==> src/rtl/cla_pkg.sv <==
// Shared types for the pipelined carry-lookahead adder/subtractor.
package cla_pkg;

   typedef enum logic {
      OP_ADD = 1'b0,
      OP_SUB = 1'b1
   } op_e;

   // Width-independent part of the stage-1 payload; the wide p/g fields live in the top.
   typedef struct packed {
      logic cin;
      logic a_msb;
      logic b_msb;
   } s1_ctl_t;

endpackage

==> src/rtl/cla_group.sv <==
// One lookahead group: flattened carries into every bit plus group propagate/generate.
// Purely combinational; reused for the second level by feeding it group P/G instead of bit p/g.
module cla_group #(
   parameter int GROUP = 4
) (
   input  logic [GROUP-1:0] p,
   input  logic [GROUP-1:0] g,
   input  logic             cin,
   output logic [GROUP-1:0] c,
   output logic             gp,
   output logic             gg
);

   logic prod;

   always_comb begin
      c    = '0;
      gp   = 1'b1;
      gg   = 1'b0;
      prod = 1'b0;
      // c[i] = g[i-1] | p[i-1]g[i-2] | ... | p[i-1:0]cin, each term a flat AND
      for (int i = 0; i < GROUP; i++) begin
         prod = cin;
         for (int j = 0; j < i; j++) prod = prod & p[j];
         c[i] = prod;
         for (int k = 0; k < i; k++) begin
            prod = g[k];
            for (int j = k + 1; j < i; j++) prod = prod & p[j];
            c[i] = c[i] | prod;
         end
      end
      for (int k = 0; k < GROUP; k++) begin
         prod = g[k];
         for (int j = k + 1; j < GROUP; j++) prod = prod & p[j];
         gg = gg | prod;
         gp = gp & p[k];
      end
   end

endmodule

==> src/rtl/cla_adder_pipe.sv <==
// Two-stage pipelined CLA adder/subtractor with flags and valid/ready handshake.
// Stage 1 registers p/g and group P/G; stage 2 resolves carries and registers Sum and flags.
module cla_adder_pipe
   import cla_pkg::*;
#(
   parameter int WIDTH = 32,
   parameter int GROUP = 4
) (
   input  logic             clock,
   input  logic             reset,
   input  logic             in_valid,
   output logic             in_ready,
   input  logic [WIDTH-1:0] A,
   input  logic [WIDTH-1:0] B,
   input  logic             C_In,
   input  op_e              op,
   output logic             out_valid,
   input  logic             out_ready,
   output logic [WIDTH-1:0] Sum,
   output logic             C_Out,
   output logic             Ovf,
   output logic             Zero
);

   localparam int NGROUP = WIDTH / GROUP;

   generate
      if (WIDTH % GROUP != 0) begin : g_width_chk
         $fatal(1, "cla_adder_pipe: WIDTH must be a multiple of GROUP");
      end
   endgenerate

   typedef struct packed {
      logic [WIDTH-1:0]  p;
      logic [WIDTH-1:0]  g;
      logic [NGROUP-1:0] gp;
      logic [NGROUP-1:0] gg;
      s1_ctl_t           ctl;
   } s1_t;

   logic             s1_valid;
   s1_t              s1;
   s1_t              s1_nxt;
   logic             adv1;
   logic             adv2;
   logic             accept;

   logic [WIDTH-1:0]  b_eff;
   logic [WIDTH-1:0]  p_in;
   logic [WIDTH-1:0]  g_in;
   logic [NGROUP-1:0] gp_in;
   logic [NGROUP-1:0] gg_in;
   logic [WIDTH-1:0]  s1_c_unused;

   logic [NGROUP-1:0] gcarry;
   logic              all_p;
   logic              all_g;
   logic [WIDTH-1:0]  bcarry;
   logic [NGROUP-1:0] s2_gp_unused;
   logic [NGROUP-1:0] s2_gg_unused;
   logic [WIDTH-1:0]  sum_nxt;
   logic              cout_nxt;
   logic              ovf_nxt;

   // Handshake: stage 1 may refill whenever it is empty or draining this cycle.
   assign adv2     = !out_valid || out_ready;
   assign adv1     = s1_valid && adv2;
   assign in_ready = !reset && (!s1_valid || adv2);
   assign accept   = in_valid && in_ready;

   // Stage 1: operand conditioning and per-group propagate/generate
   assign b_eff = (op == OP_SUB) ? ~B : B;
   assign p_in  = A ^ b_eff;
   assign g_in  = A & b_eff;

   for (genvar k = 0; k < NGROUP; k++) begin : g_s1_grp
      cla_group #(.GROUP(GROUP)) u_grp (
         .p   (p_in[k*GROUP +: GROUP]),
         .g   (g_in[k*GROUP +: GROUP]),
         .cin (1'b0),
         .c   (s1_c_unused[k*GROUP +: GROUP]),
         .gp  (gp_in[k]),
         .gg  (gg_in[k])
      );
   end

   always_comb begin
      s1_nxt           = '0;
      s1_nxt.p         = p_in;
      s1_nxt.g         = g_in;
      s1_nxt.gp        = gp_in;
      s1_nxt.gg        = gg_in;
      s1_nxt.ctl.cin   = (op == OP_SUB) ? 1'b1 : C_In;
      s1_nxt.ctl.a_msb = A[WIDTH-1];
      s1_nxt.ctl.b_msb = b_eff[WIDTH-1];
   end

   always_ff @(posedge clock or posedge reset) begin
      if (reset) begin
         s1_valid <= 1'b0;
         s1       <= '0;
      end else if (accept) begin
         s1_valid <= 1'b1;
         s1       <= s1_nxt;
      end else if (adv1) begin
         s1_valid <= 1'b0;
      end
   end

   // Stage 2: second-level lookahead over groups, then in-group carries
   cla_group #(.GROUP(NGROUP)) u_lvl2 (
      .p   (s1.gp),
      .g   (s1.gg),
      .cin (s1.ctl.cin),
      .c   (gcarry),
      .gp  (all_p),
      .gg  (all_g)
   );

   for (genvar k = 0; k < NGROUP; k++) begin : g_s2_grp
      cla_group #(.GROUP(GROUP)) u_grp (
         .p   (s1.p[k*GROUP +: GROUP]),
         .g   (s1.g[k*GROUP +: GROUP]),
         .cin (gcarry[k]),
         .c   (bcarry[k*GROUP +: GROUP]),
         .gp  (s2_gp_unused[k]),
         .gg  (s2_gg_unused[k])
      );
   end

   assign sum_nxt  = s1.p ^ bcarry;
   assign cout_nxt = all_g | (all_p & s1.ctl.cin);
   assign ovf_nxt  = (s1.ctl.a_msb == s1.ctl.b_msb) && (sum_nxt[WIDTH-1] != s1.ctl.a_msb);

   always_ff @(posedge clock or posedge reset) begin
      if (reset) begin
         out_valid <= 1'b0;
         Sum       <= '0;
         C_Out     <= 1'b0;
         Ovf       <= 1'b0;
         Zero      <= 1'b0;
      end else if (adv2) begin
         out_valid <= s1_valid;
         if (s1_valid) begin
            Sum   <= sum_nxt;
            C_Out <= cout_nxt;
            Ovf   <= ovf_nxt;
            Zero  <= ~|sum_nxt;
         end
      end
   end

endmodule

==> config.mk <==
export PLATFORM = sky130hd
export DESIGN_NAME = cla_adder_pipe
export DESIGN_NICKNAME = d
export VERILOG_FILES = /design/src/rtl/cla_pkg.sv /design/src/rtl/cla_group.sv /design/src/rtl/cla_adder_pipe.sv
export SDC_FILE = /design/constraint.sdc
export NUM_CORES = 1
export LEC_CHECK = 0
export CORE_MARGIN = 2
export CORE_UTILIZATION = 55
export DETAILED_ROUTE_END_ITERATION = 7
export GPL_TIMING_DRIVEN = 0
export PLACE_DENSITY = 0.83
export SLEW_MARGIN = 20
export SYNTH_ARGS = -nofsm -noshare
export SYNTH_HDL_FRONTEND = slang
export SYNTH_SLANG_ARGS = --single-unit
==> constraint.sdc <==
create_clock -name clock -period 7.6 [get_ports clock]
set_input_delay 0.76 -clock clock [delete_from_list [all_inputs] [get_ports clock]]
set_output_delay 0.76 -clock clock [all_outputs]
set_load 0.02 [all_outputs]
==> results of run 1 <==
## metal layers
layer | routed length (um) | vias to the layer above
met5 | 0 | -
met4 | 271 | 0
met3 | 657 | 20
met2 | 6990 | 139
met1 | 5720 | 2173
li1 | - | 2017
## through the flow
step | area (sq um) | instances | hold slack [ps] | util, % | power, uW
after detailed placement | 7030 | 734 | 469 | 68.4 | 1700
after global routing | 7230 | 750 | 505 | 70.4 | 2160
after global placement | 7000 | 733 | 462 | 68.1 | 1670
after CTS | 7230 | 750 | 491 | 70.4 | 2060
after floorplan | 5780 | 492 | 444 | - | 1340
final | 7230 | 750 | 482 | 70.4 | 2050
## how the worst max path moves through the flow
| stage | start | to | slack, ps | cells after the start |
|---|---|---|---|---|
| final | out_ready | in_ready | 4420 | 5 |
| after detailed placement | out_ready | in_ready | 4420 | 5 |
| after global routing | reset | in_ready | 4350 | 4 |
| after CTS | out_ready | in_ready | 4420 | 5 |
| after floorplan | reset | s1[19] | 3230 | 6 |
| after global placement | reset | in_ready | 1560 | 4 |
## layout by cell type, fill, tap and decap left out, types with 3 or more instances in the layout
master           instances
o211a_1                  6
o31ai_1                  4
nor3_1                   9
nor2_1                   9
xnor2_1                  5
and2_1                   6
clkdlybuf4s50_1        105
ha_1                    40
a21o_1                  22
nor3_2                   3
nor4_1                   3
clkbuf_8                10
buf_1                    5
nand2_1                 45
dfrtp_1                112
o21ai_0                 35
mux2_2                  76
buf_2                    8
nand4_1                 13
xor2_1                  34
a211oi_1                 6
o21a_1                   7
or3_1                    6
clkbuf_1                 9
a21oi_1                  9
## kinds of logic (layout without fill, tap and decap cells)
family	Yosys count	in the layout	share of synthesized area (%)
mux	76	76	14.8
buf+inv	22	144	1.60
simple gates	105	105	9.25
fa+ha+maj	40	40	8.66
flops	112	112	48.5
xor+xnor	39	39	5.91
compound gates	98	98	11.3
## flip-flops by register name (all words and copies together) (netlist names)
name       count
Ovf            1
Sum           32
C_Out          1
s1            75
Zero           1
out_valid      1
s1_valid       1
## final cells by class
cell class              instances  area, sq um  area share [%]
inverters                       2         12.5           0.173
well taps                     136          170            2.35
clock buffers                  12          145            2.01
repair buffers                106         1080            14.9
flip-flops and latches        112         2800            38.8
multi-input cells             358         2880            39.9
plain buffers                  20         85.1            1.18
clock inverters                 4         53.8           0.744
## power groups by stage
stage          clock network, uW  registers, uW  logic, uW
2_1_floorplan                  0            972        368
3_3_place_gp                   0            879        790
3_5_place_dp                   0            890        812
4_1_cts                      363            878        818
5_1_grt                      385            900        877
6_report                     358            878        817
## worst reg2reg max path: stages (launching register included)
cell and delay [ps]:
dfrtp_1 420, a21o_1 210, a2111oi_2 400, o21ai_0 210, a21o_1 210, ha_1 360
nor4_1 410, nand4_1 150, and4b_1 290, o2111ai_1 110, o31ai_1 210
==> summary.md, run 1 <==
| Metric | Value |
|---|---|
| Status | `finished, final reports clean` |
| CTS H-tree lvls | `3` |
| Remaining DRCs | `0` |
| Minimum clock period | `about 3200 ps` |
| Worst Setup End Kind | `output port` |
| Sequential cell fraction of total power | `a little over two fifths` |
| Worst-Margin Slew | `about 830 ps` |
| Detailed placement HPWL | `between 10000 and 15000 um` |
| Net count reported at finish | `~720` |
| Cts hold-fix bufs | `0` |
| Share of cells above drive strength 1 | `between 10% and 20%` |
| Mean routed wirelength per cell | `about 18 um` |
| Final Skew | `between 8 and 9 ps` |
| Reg2Reg Depth | `10` |
| Chip Height | `between 100 and 150 um` |
| Final hold vios | `0` |
| Sw Pwr | `between 700 and 800 uW` |
| Initial antenna violation count | `0` |
| Setup TNS | `0 ps` |
| Post-synth EDFFs | `0` |
| Worst path max stage delay | `about 610 ps` |
| Sequential share of the synthesized area | `48.5%` |
| Count leader, synth | `dfrtp_1` |
| Die W | `approximately 110 um` |
| Worst-path maximum fanout | `9` |
| First-pass GRT wire length | `between 20000 and 25000 um` |
| Synth top area share | `between 40% and 50%` |
| Vias in the first global route | `between 4000 and 5000` |
| Pre-CTS setup slack | `around 4400 ps` |
| Pint | `between 1000 and 1500 uW` |
| Worst-skew pair later-pin latency | `about 370 ps` |
| CP Data Arrival Time | `between 2000 and 2500 ps` |
| HP Start | `Sum[13]` |
| Cts bufs inserted | `9` |
| Congestion Overflow GR | `0` |
| Final setup vio count | `0` |
| Met1 GRT Util | `approximately a third` |
| Relative slew slack | `44.8%` |
| Count of final max-slew check failures | `0` |
| Avg Inst Size Synth | `roughly 12 sq um` |
| # Post-CTS Setup Buffers | `0` |
| Reg2Reg Capture Point | `Zero` |
| TritonCTS clock tree | `yes` |
| Total via count in the routed design | `about 4300` |
| Met3 usage | `around 3.7%` |
| Max-cap violations | `0` |
| F_max | `roughly 310 MHz` |
| Clock transition at the registers of the reported paths | `approximately 100 ps` |
| Mapped Nets | `between 600 and 700` |
| Core ar. | `10300 sq um` |
| Area grow syn2layout | `25.1%` |
| Lkg Pwr | `~0.0033 uW` |
| CP max-delay cell | `clkdlybuf4s50_1` |
| Critical path buffer and inverter count | `3` |
| Hold endpoint | `Sum[13]` |
| Port bufs | `between 100 and 150` |
| Initial DRC Count | `~230` |
| Yosys reg bits | `roughly 110` |
| Met2 global-route usage | `about 43%` |
| Root Driver | `clkbuf_8` |
| Gate Count Post-Synth | `~490` |
| Synth top area cells | `dfrtp_1, mux2_2, ha_1` |
| Sw frac | `34.9%` |
| Layout fillers | `around 790` |
| Std cell rows | `37` |
| Post-synth ARST share | `100%` |
| Peak supply drop | `approximately 0.16 mV` |
| Final WS setup | `roughly 4400 ps` |
| Post-CTS Resized | `0` |
| Vias per Instance | `between 5 and 6` |
| # IOs | `107` |
| R2r setup slk | `4540 ps` |
| Most used cell, CP | `clkdlybuf4s50_1` |
| Ant diodes | `0` |
| Area of the mapped netlist | `5780 sq um` |
| PD cells | `~280 nW/um^2` |
| Setup CP Type | `in2out` |
| Starting Density | `56.2%` |
| Post-route ant nets | `0` |
| Hold crit path type | `reg2reg` |
| Routability cong. | `roughly 0.87` |
| Global Route Usage Sum | `around 25%` |
| Required time of the critical path | `6840 ps` |
| Hold Path Cell Cnt | `2` |
| Logic pwr share | `between 30% and 40%` |
| Clock power share | `between 15 and 20%` |
| Routed WL | `13600 um` |
| Reg-to-reg startpoint | `s1[2]` |
| Most frequent cells after synthesis | `dfrtp_1, mux2_2, nand2_1` |
| RSZ-0062 raised after global routing | `false` |
| Period utilisation layout | `41.8%` |
| Synth cell types | `41` |
| Worst-path cell chain | `clkdlybuf4s50_1 -> nand2b_1 -> clkbuf_1 -> o21a_1 -> clkdlybuf4s50_1` |
| Clock tree buffer depth | `2` |
| Pin count of the biggest net entering global routing | `a little over 70` |
| Drt first pass iters | `5` |
| Ys flop type | `dfrtp_1` |
| Sink Count | `roughly 110` |
| Number of synthesis warnings | `0` |
| Cell taking the most area after synthesis | `dfrtp_1` |
| Die area | `between 10000 and 15000 sq um` |
| Busiest grt layer | `met2` |
| CP delay by family, top | `buffers and inverters` |
| CP Launch Type | `input pin` |
Note: power is estimated with default switching activity, not from simulation.
==> run 2: changes to the inputs <==
--- a/config.mk
+++ b/config.mk
@@ -6,10 +6,10 @@
 export NUM_CORES = 1
 export LEC_CHECK = 0
 export CORE_MARGIN = 2
-export CORE_UTILIZATION = 55
+export CORE_UTILIZATION = 48
 export DETAILED_ROUTE_END_ITERATION = 7
 export GPL_TIMING_DRIVEN = 0
-export PLACE_DENSITY = 0.83
+export PLACE_DENSITY = 0.77
 export SLEW_MARGIN = 20
 export SYNTH_ARGS = -nofsm -noshare
 export SYNTH_HDL_FRONTEND = slang
==> constraint.sdc (replaced) <==
create_clock -name clock -period 2.55 [get_ports clock]
set_input_delay 0.255 -clock clock [delete_from_list [all_inputs] [get_ports clock]]
set_output_delay 0.255 -clock clock [all_outputs]
set_load 0.02 [all_outputs]
==> summary.md, run 2 (synthesized netlist as in run 1, its figures left out) <==
| Metric | Value |
|---|---|
| Cts bufs inserted | `9 (unchanged)` |
| Period utilisation layout | `106%` |
| Worst-path cell chain | `a21o_1 -> a2111oi_4 -> o21ai_2 -> a21o_1 -> ha_2 -> o21a_4 -> o21a_1 -> or3_4 -> a211o_1 -> nand3_1 (was clkdlybuf4s50_1 -> nand2b_1 -> clkbuf_1 -> o21a_1 -> clkdlybuf4s50_1)` |
| Starting Density | `48.7% (was 56.2%)` |
| Lkg Pwr | `0.00350 uW (was 0.00333 uW)` |
| Reg-to-reg startpoint | `s1[2] (unchanged)` |
| Std cell rows | `40 (was 37)` |
| Worst Setup End Kind | `flip-flop (was output port)` |
| Ant diodes | `0 (unchanged)` |
| CP max-delay cell | `dfrtp_1 (was clkdlybuf4s50_1)` |
| Net count reported at finish | `733 (was 719)` |
| CP delay by family, top | `compound AO/OA/AOI/OAI gates (was buffers and inverters)` |
| TritonCTS clock tree | `yes (unchanged)` |
| PD cells | `871 nW/um^2 (was 284 nW/um^2)` |
| Drt first pass iters | `4 (was 5)` |
| Vias in the first global route | `4482 (was 4403)` |
| Root Driver | `clkbuf_16 (was clkbuf_8)` |
| Clock transition at the registers of the reported paths | `70 ps (was 100 ps)` |
| Max-cap violations | `0 (unchanged)` |
| Congestion Overflow GR | `0 (unchanged)` |
| Status | `complete, but fails checks (was finished, final reports clean)` |
| Die W | `114 um (was 106 um)` |
| Worst-Margin Slew | `904 ps (was 828 ps)` |
| Area grow syn2layout | `32.2% (was 25.1%)` |
| Minimum clock period | `~2700 ps` |
| Initial antenna violation count | `0 (unchanged)` |
| Peak supply drop | `0.360 mV (was 0.162 mV)` |
| Detailed placement HPWL | `10700 um (was 10600 um)` |
| Most frequent cells in the layout | `dfrtp_1, clkdlybuf4s50_1, mux2_2, nand2_1, ha_1 (unchanged)` |
| Sink Count | `112 (unchanged)` |
| RSZ-0062 raised after global routing | `true (was false)` |
| Post-route ant nets | `0 (unchanged)` |
| Failing checks | `negative setup slack` |
| Max FFs per register | `75 (unchanged)` |
| Routed WL | `14100 um (was 13600 um)` |
| Required time of the critical path | `2830 ps (was 6840 ps)` |
| Remaining DRCs | `0 (unchanged)` |
| Setup TNS | `-263 ps (was 0 ps)` |
| Routability cong. | `0.875 (was 0.865)` |
| Most used cell, CP | `a21o_1 (was clkdlybuf4s50_1)` |
| Die area | `12900 sq um (was 11300 sq um)` |
| Final WS setup | `-143 ps (was 4420 ps)` |
| Final Skew | `8.11 ps (was 8.32 ps)` |
| Critical path buffer and inverter count | `0 (was 3)` |
| FF/Latch Area | `2800 sq um (unchanged)` |
| Largest regs | `s1: 75 flops, Sum: 32 flops (unchanged)` |
| Most common cell after layout, fill and taps aside | `dfrtp_1 (unchanged)` |
| Biggest register | `s1 (unchanged)` |
| CP Data Arrival Time | `2980 ps (was 2420 ps)` |
| Final setup vio count | `3 (was 0)` |
| Setup CP Type | `reg2reg (was in2out)` |
| Worst-skew pair later-pin latency | `350 ps (was 370 ps)` |
| Count of final max-slew check failures | `0 (unchanged)` |
| Mean routed wirelength per cell | `18.2 um (about the same)` |
| Fin Hold WS | `401 ps (was 482 ps)` |
| Clock tree buffer depth | `2 (unchanged)` |
| Initial DRC Count | `292 (was 225)` |
| # IOs | `107 (unchanged)` |
| Share of cells above drive strength 1 | `22.1% (was 17.3%)` |
| Final hold vios | `0 (unchanged)` |
| Chip Height | `114 um (was 106 um)` |
| Worst path max stage delay | `390 ps (was 610 ps)` |
| Global Route Usage Sum | `22.8% (was 25.1%)` |
| Total via count in the routed design | `4350 (was 4349)` |
| Port bufs | `105 (unchanged)` |
| Pin count of the biggest net entering global routing | `35 (was 72)` |
| CP Launch Type | `flip-flop (was input pin)` |
| Worst-path maximum fanout | `4 (was 9)` |
| Relative slew slack | `39.7% (was 44.8%)` |
| Vias per Instance | `5.61 (was 5.80)` |
| Layout fillers | `891 (was 787)` |
| Core ar. | `11900 sq um (was 10300 sq um)` |
| CTS H-tree lvls | `3 (unchanged)` |
| Critical Path Source | `s1[2] (was out_ready)` |
| F_max | `about 370 MHz` |
| Cts hold-fix bufs | `0 (unchanged)` |
| First-pass GRT wire length | `22900 um (was 21900 um)` |
| Hold crit path type | `in2async (was reg2reg)` |
| Multi-input gate area | `3020 sq um (was 2880 sq um)` |
[run 2: path summary, 6_finish.rpt]
check,to,slack (ps),depth (start not counted)
max in group asynchronous,Sum[15],1560,3
worst max register to register,Ovf,-140,10
min in group clock,s1[2],450,3
worst min register to register,Sum[29],480,2
worst min-delay path,s1[1],400,3
worst max-delay path,Ovf,-140,10
[run 2: timing repair]
action                     4_1_cts  5_1_grt
cloned                           1        0
setup endpoints to repair        4        7
gates resized for setup         15        7
pin swaps                       20       10
buffers inserted                12        2
[run 2: cell type report]
cell class | count | share of cell area [%]
repair inverters | 1 | 0.0655
inverters | 2 | 0.147
clock buffers | 12 | 3.36
multi-input cells | 358 | 39.6
well taps | 147 | 2.41
clock inverters | 4 | 0.377
flip-flops and latches | 112 | 36.7
plain buffers | 20 | 1.64
repair buffers | 119 | 15.8
[run 2: tightest hold or removal path: stages]
cell             delay, ps
clkdlybuf4s50_1        500
clkinvlp_4             140
buf_12                 200
[run 2: through the flow]
step / utilization (%) / power, uW / instance area, sq um / std cells / worst slack, ps
after floorplan: - / 4010 / 5840 / 492 / -591
after global placement: 59.6 / 5010 / 7070 / 744 / -1750
after detailed placement: 60.2 / 5100 / 7140 / 747 / -298
after CTS: 64.2 / 6660 / 7620 / 776 / -168
after global routing: 64.4 / 7010 / 7640 / 775 / -305
final: 64.4 / 6660 / 7640 / 775 / -143
[run 2: report_power, final]
group	switching (uW)	total [uW]	internal [uW]
logic	1280	2660	1380
clock network	623	1340	717
registers	379	2660	2280
total	2280	6660	4380
[run 2: routing by layer]
layer / share of wire [%] / track usage, %
met3: 5.0 / 3.51
met4: 1.7 / 7.15
met2: 50 / 38.9
met5: 0 / 0
met1: 43 / 30.2
==> run 3: changes to the inputs <==
--- a/config.mk
+++ b/config.mk
@@ -6,11 +6,12 @@
 export NUM_CORES = 1
 export LEC_CHECK = 0
 export CORE_MARGIN = 2
-export CORE_UTILIZATION = 48
+export CORE_UTILIZATION = 54
+export CTS_BUF_LIST = sky130_fd_sc_hd__clkbuf_2 sky130_fd_sc_hd__clkbuf_4 sky130_fd_sc_hd__clkbuf_8
 export DETAILED_ROUTE_END_ITERATION = 7
 export GPL_TIMING_DRIVEN = 0
-export PLACE_DENSITY = 0.77
-export SLEW_MARGIN = 20
+export PLACE_DENSITY = 0.82
+export SLEW_MARGIN = 0
 export SYNTH_ARGS = -nofsm -noshare
 export SYNTH_HDL_FRONTEND = slang
 export SYNTH_SLANG_ARGS = --single-unit
==> constraint.sdc (replaced) <==
create_clock -name clock -period 2.5 [get_ports clock]
set_input_delay 0.25 -clock clock [delete_from_list [all_inputs] [get_ports clock]]
set_output_delay 0.25 -clock clock [all_outputs]
set_load 0.02 [all_outputs]
==> summary.md, run 3 (synthesized netlist as in run 1, its figures left out) <==
| Metric | Value |
|---|---|
| Congestion Overflow GR | `0 (unchanged)` |
| Post-route ant nets | `0 (unchanged)` |
| Share of cells above drive strength 1 | `23.6% (was 22.1%)` |
| Initial DRC Count | `149 (was 292)` |
| PD cells | `887 nW/um^2 (was 871 nW/um^2)` |
| Peak supply drop | `0.514 mV (was 0.360 mV)` |
| CP delay by family, top | `compound AO/OA/AOI/OAI gates (unchanged)` |
| Area after DPL | `7110 sq um (was 7140 sq um)` |
| Starting Density | `55.7% (was 48.7%)` |
| Fin cells | `764 (was 775)` |
| Worst Setup End Kind | `flip-flop (unchanged)` |
| Chip Height | `107 um (was 114 um)` |
| Worst path max stage delay | `400 ps (was 390 ps)` |
| TritonCTS clock tree | `yes (unchanged)` |
| Most common cell after layout, fill and taps aside | `dfrtp_1 (unchanged)` |
| Failing checks | `negative setup slack (unchanged)` |
| Ant diodes | `0 (unchanged)` |
| Initial antenna violation count | `0 (unchanged)` |
| Cts bufs inserted | `9 (unchanged)` |
| Pre-CTS setup slack | `-358 ps (was -298 ps)` |
| CTS H-tree lvls | `3 (unchanged)` |
| Die area | `11500 sq um (was 12900 sq um)` |
| Worst-path maximum fanout | `3 (was 4)` |
| Most frequent cells in the layout | `dfrtp_1, clkdlybuf4s50_1, mux2_2, nand2_1, ha_1 (unchanged)` |
| Layout fillers | `719 (was 891)` |
| Final WS setup | `-156 ps (was -143 ps)` |
| Worst-path cell chain | `a21o_1 -> a2111oi_4 -> o21ai_2 -> a21o_1 -> ha_2 -> o21a_4 -> buf_4 -> buf_4 -> o22ai_1 -> and4b_1 -> o2111ai_2 -> o31ai_2 (was a21o_1 -> a2111oi_4 -> o21ai_2 -> a21o_1 -> ha_2 -> o21a_4 -> o21a_1 -> or3_4 -> a211o_1 -> nand3_1)` |
| Core ar. | `10400 sq um (was 11900 sq um)` |
| Routed WL | `14400 um (was 14100 um)` |
| Design Area, Final | `7610 sq um (was 7640 sq um)` |
| Final hold vios | `0 (unchanged)` |
| Total via count in the routed design | `4474 (was 4350)` |
| Std cell rows | `37 (was 40)` |
| Hold crit path type | `in2async (unchanged)` |
| Net count reported at finish | `733 (unchanged)` |
| Vias per Instance | `5.86 (was 5.61)` |
| Relative slew slack | `43.1% (was 39.7%)` |
| Routability cong. | `0.860 (was 0.875)` |
| # IOs | `107 (unchanged)` |
| Worst-Margin Slew | `854 ps (was 904 ps)` |
| Remaining DRCs | `0 (unchanged)` |
| Minimum clock period | `2660 ps (was 2690 ps)` |
| Mean routed wirelength per cell | `18.9 um (was 18.2 um)` |
| Placed Cells | `735 (was 747)` |
| Final total power | `6750 uW (was 6660 uW)` |
| Critical path buffer and inverter count | `2 (was 0)` |
| Clock tree buffer depth | `2 (unchanged)` |
| CP Launch Type | `flip-flop (unchanged)` |
| Status | `complete, but fails checks (unchanged)` |
| Global Route Usage Sum | `26.3% (was 22.8%)` |
| Vias in the first global route | `4630 (was 4482)` |
| Root Driver | `clkbuf_8 (was clkbuf_16)` |
| Die W | `107 um (was 114 um)` |
| Final setup vio count | `3 (unchanged)` |
| RSZ-0062 raised after global routing | `true (unchanged)` |
| Detailed placement HPWL | `10800 um (was 10700 um)` |
| F_max | `377 MHz (was 371 MHz)` |
| Drt first pass iters | `4 (unchanged)` |
| Pin count of the biggest net entering global routing | `44 (was 35)` |
| CP Data Arrival Time | `2930 ps (was 2980 ps)` |
| Sink Count | `112 (unchanged)` |
| Max-cap violations | `0 (unchanged)` |
| Setup TNS | `-314 ps (was -263 ps)` |
| Clock transition at the registers of the reported paths | `110 ps (was 70 ps)` |
| Period utilisation layout | `106% (about the same)` |
| Largest regs | `s1: 75 flops, Sum: 32 flops (unchanged)` |
| Setup CP Type | `reg2reg (unchanged)` |
| Port bufs | `105 (unchanged)` |
| CP max-delay cell | `dfrtp_1 (unchanged)` |
| Count of final max-slew check failures | `0 (unchanged)` |
| Worst-skew pair later-pin latency | `380 ps (was 350 ps)` |
| Required time of the critical path | `2770 ps (was 2830 ps)` |
| Final Skew | `12.8 ps (was 8.11 ps)` |
| Area grow syn2layout | `31.7% (was 32.2%)` |
| Biggest register | `s1 (unchanged)` |
| First-pass GRT wire length | `23200 um (was 22900 um)` |
| Lkg Pwr | `0.00349 uW (was 0.00350 uW)` |
| Cts hold-fix bufs | `0 (unchanged)` |
| Max FFs per register | `75 (unchanged)` |
[run 3: cell type report]
cell class / count / area (sq um) / area share (%)
clock inverter: 7 / 119 / 1.56
clock buffer: 9 / 124 / 1.63
buffer: 20 / 125 / 1.64
timing repair buffer: 119 / 1180 / 15.5
tap: 136 / 170 / 2.24
timing repair inverter: 1 / 5.00 / 0.0658
inverter: 2 / 11.3 / 0.148
sequential: 112 / 2800 / 36.8
multi-input combinational: 358 / 3070 / 40.4
[run 3: routing by layer]
layer  part of all wire [%]  track usage, %
met2                     52            46.2
met1                     41            32.6
met3                    4.2            3.39
met5                      0               0
met4                    2.8            11.2
[run 3: where the power goes]
group | total [uW] | internal (uW) | switching (uW)
Clock | 1290 | 667 | 624
Combinational | 2760 | 1430 | 1340
Sequential | 2700 | 2320 | 375
Total | 6750 | 4420 | 2330
[run 3: final timing paths]
path | slack (ps) | startpoint | cells past startpoint | to
worst max-delay path | -160 | s1[11] | 12 | Zero
worst min-delay path | 390 | reset | 2 | Sum[30]
worst max register to register | -160 | s1[11] | 12 | Zero
worst min register to register | 480 | Sum[31] | 2 | Sum[31]
max in group asynchronous | 1570 | reset | 4 | s1[78]
min in group clock | 440 | op | 3 | s1[2]
[run 3: what timing repair did]
action	in CTS	in global routing
setup endpoints to repair	5	8
pin swaps	9	23
cloned	1	0
buffers inserted	8	4
gates resized for setup	9	20
[run 3: through the flow]
step           utilization, %  hold slack (ps)
5_1_grt                  73.4              417
4_1_cts                  71.9              403
3_5_place_dp             68.6              467
3_3_place_gp             68.2              462
6_report                 73.4              394
2_1_floorplan               -              399
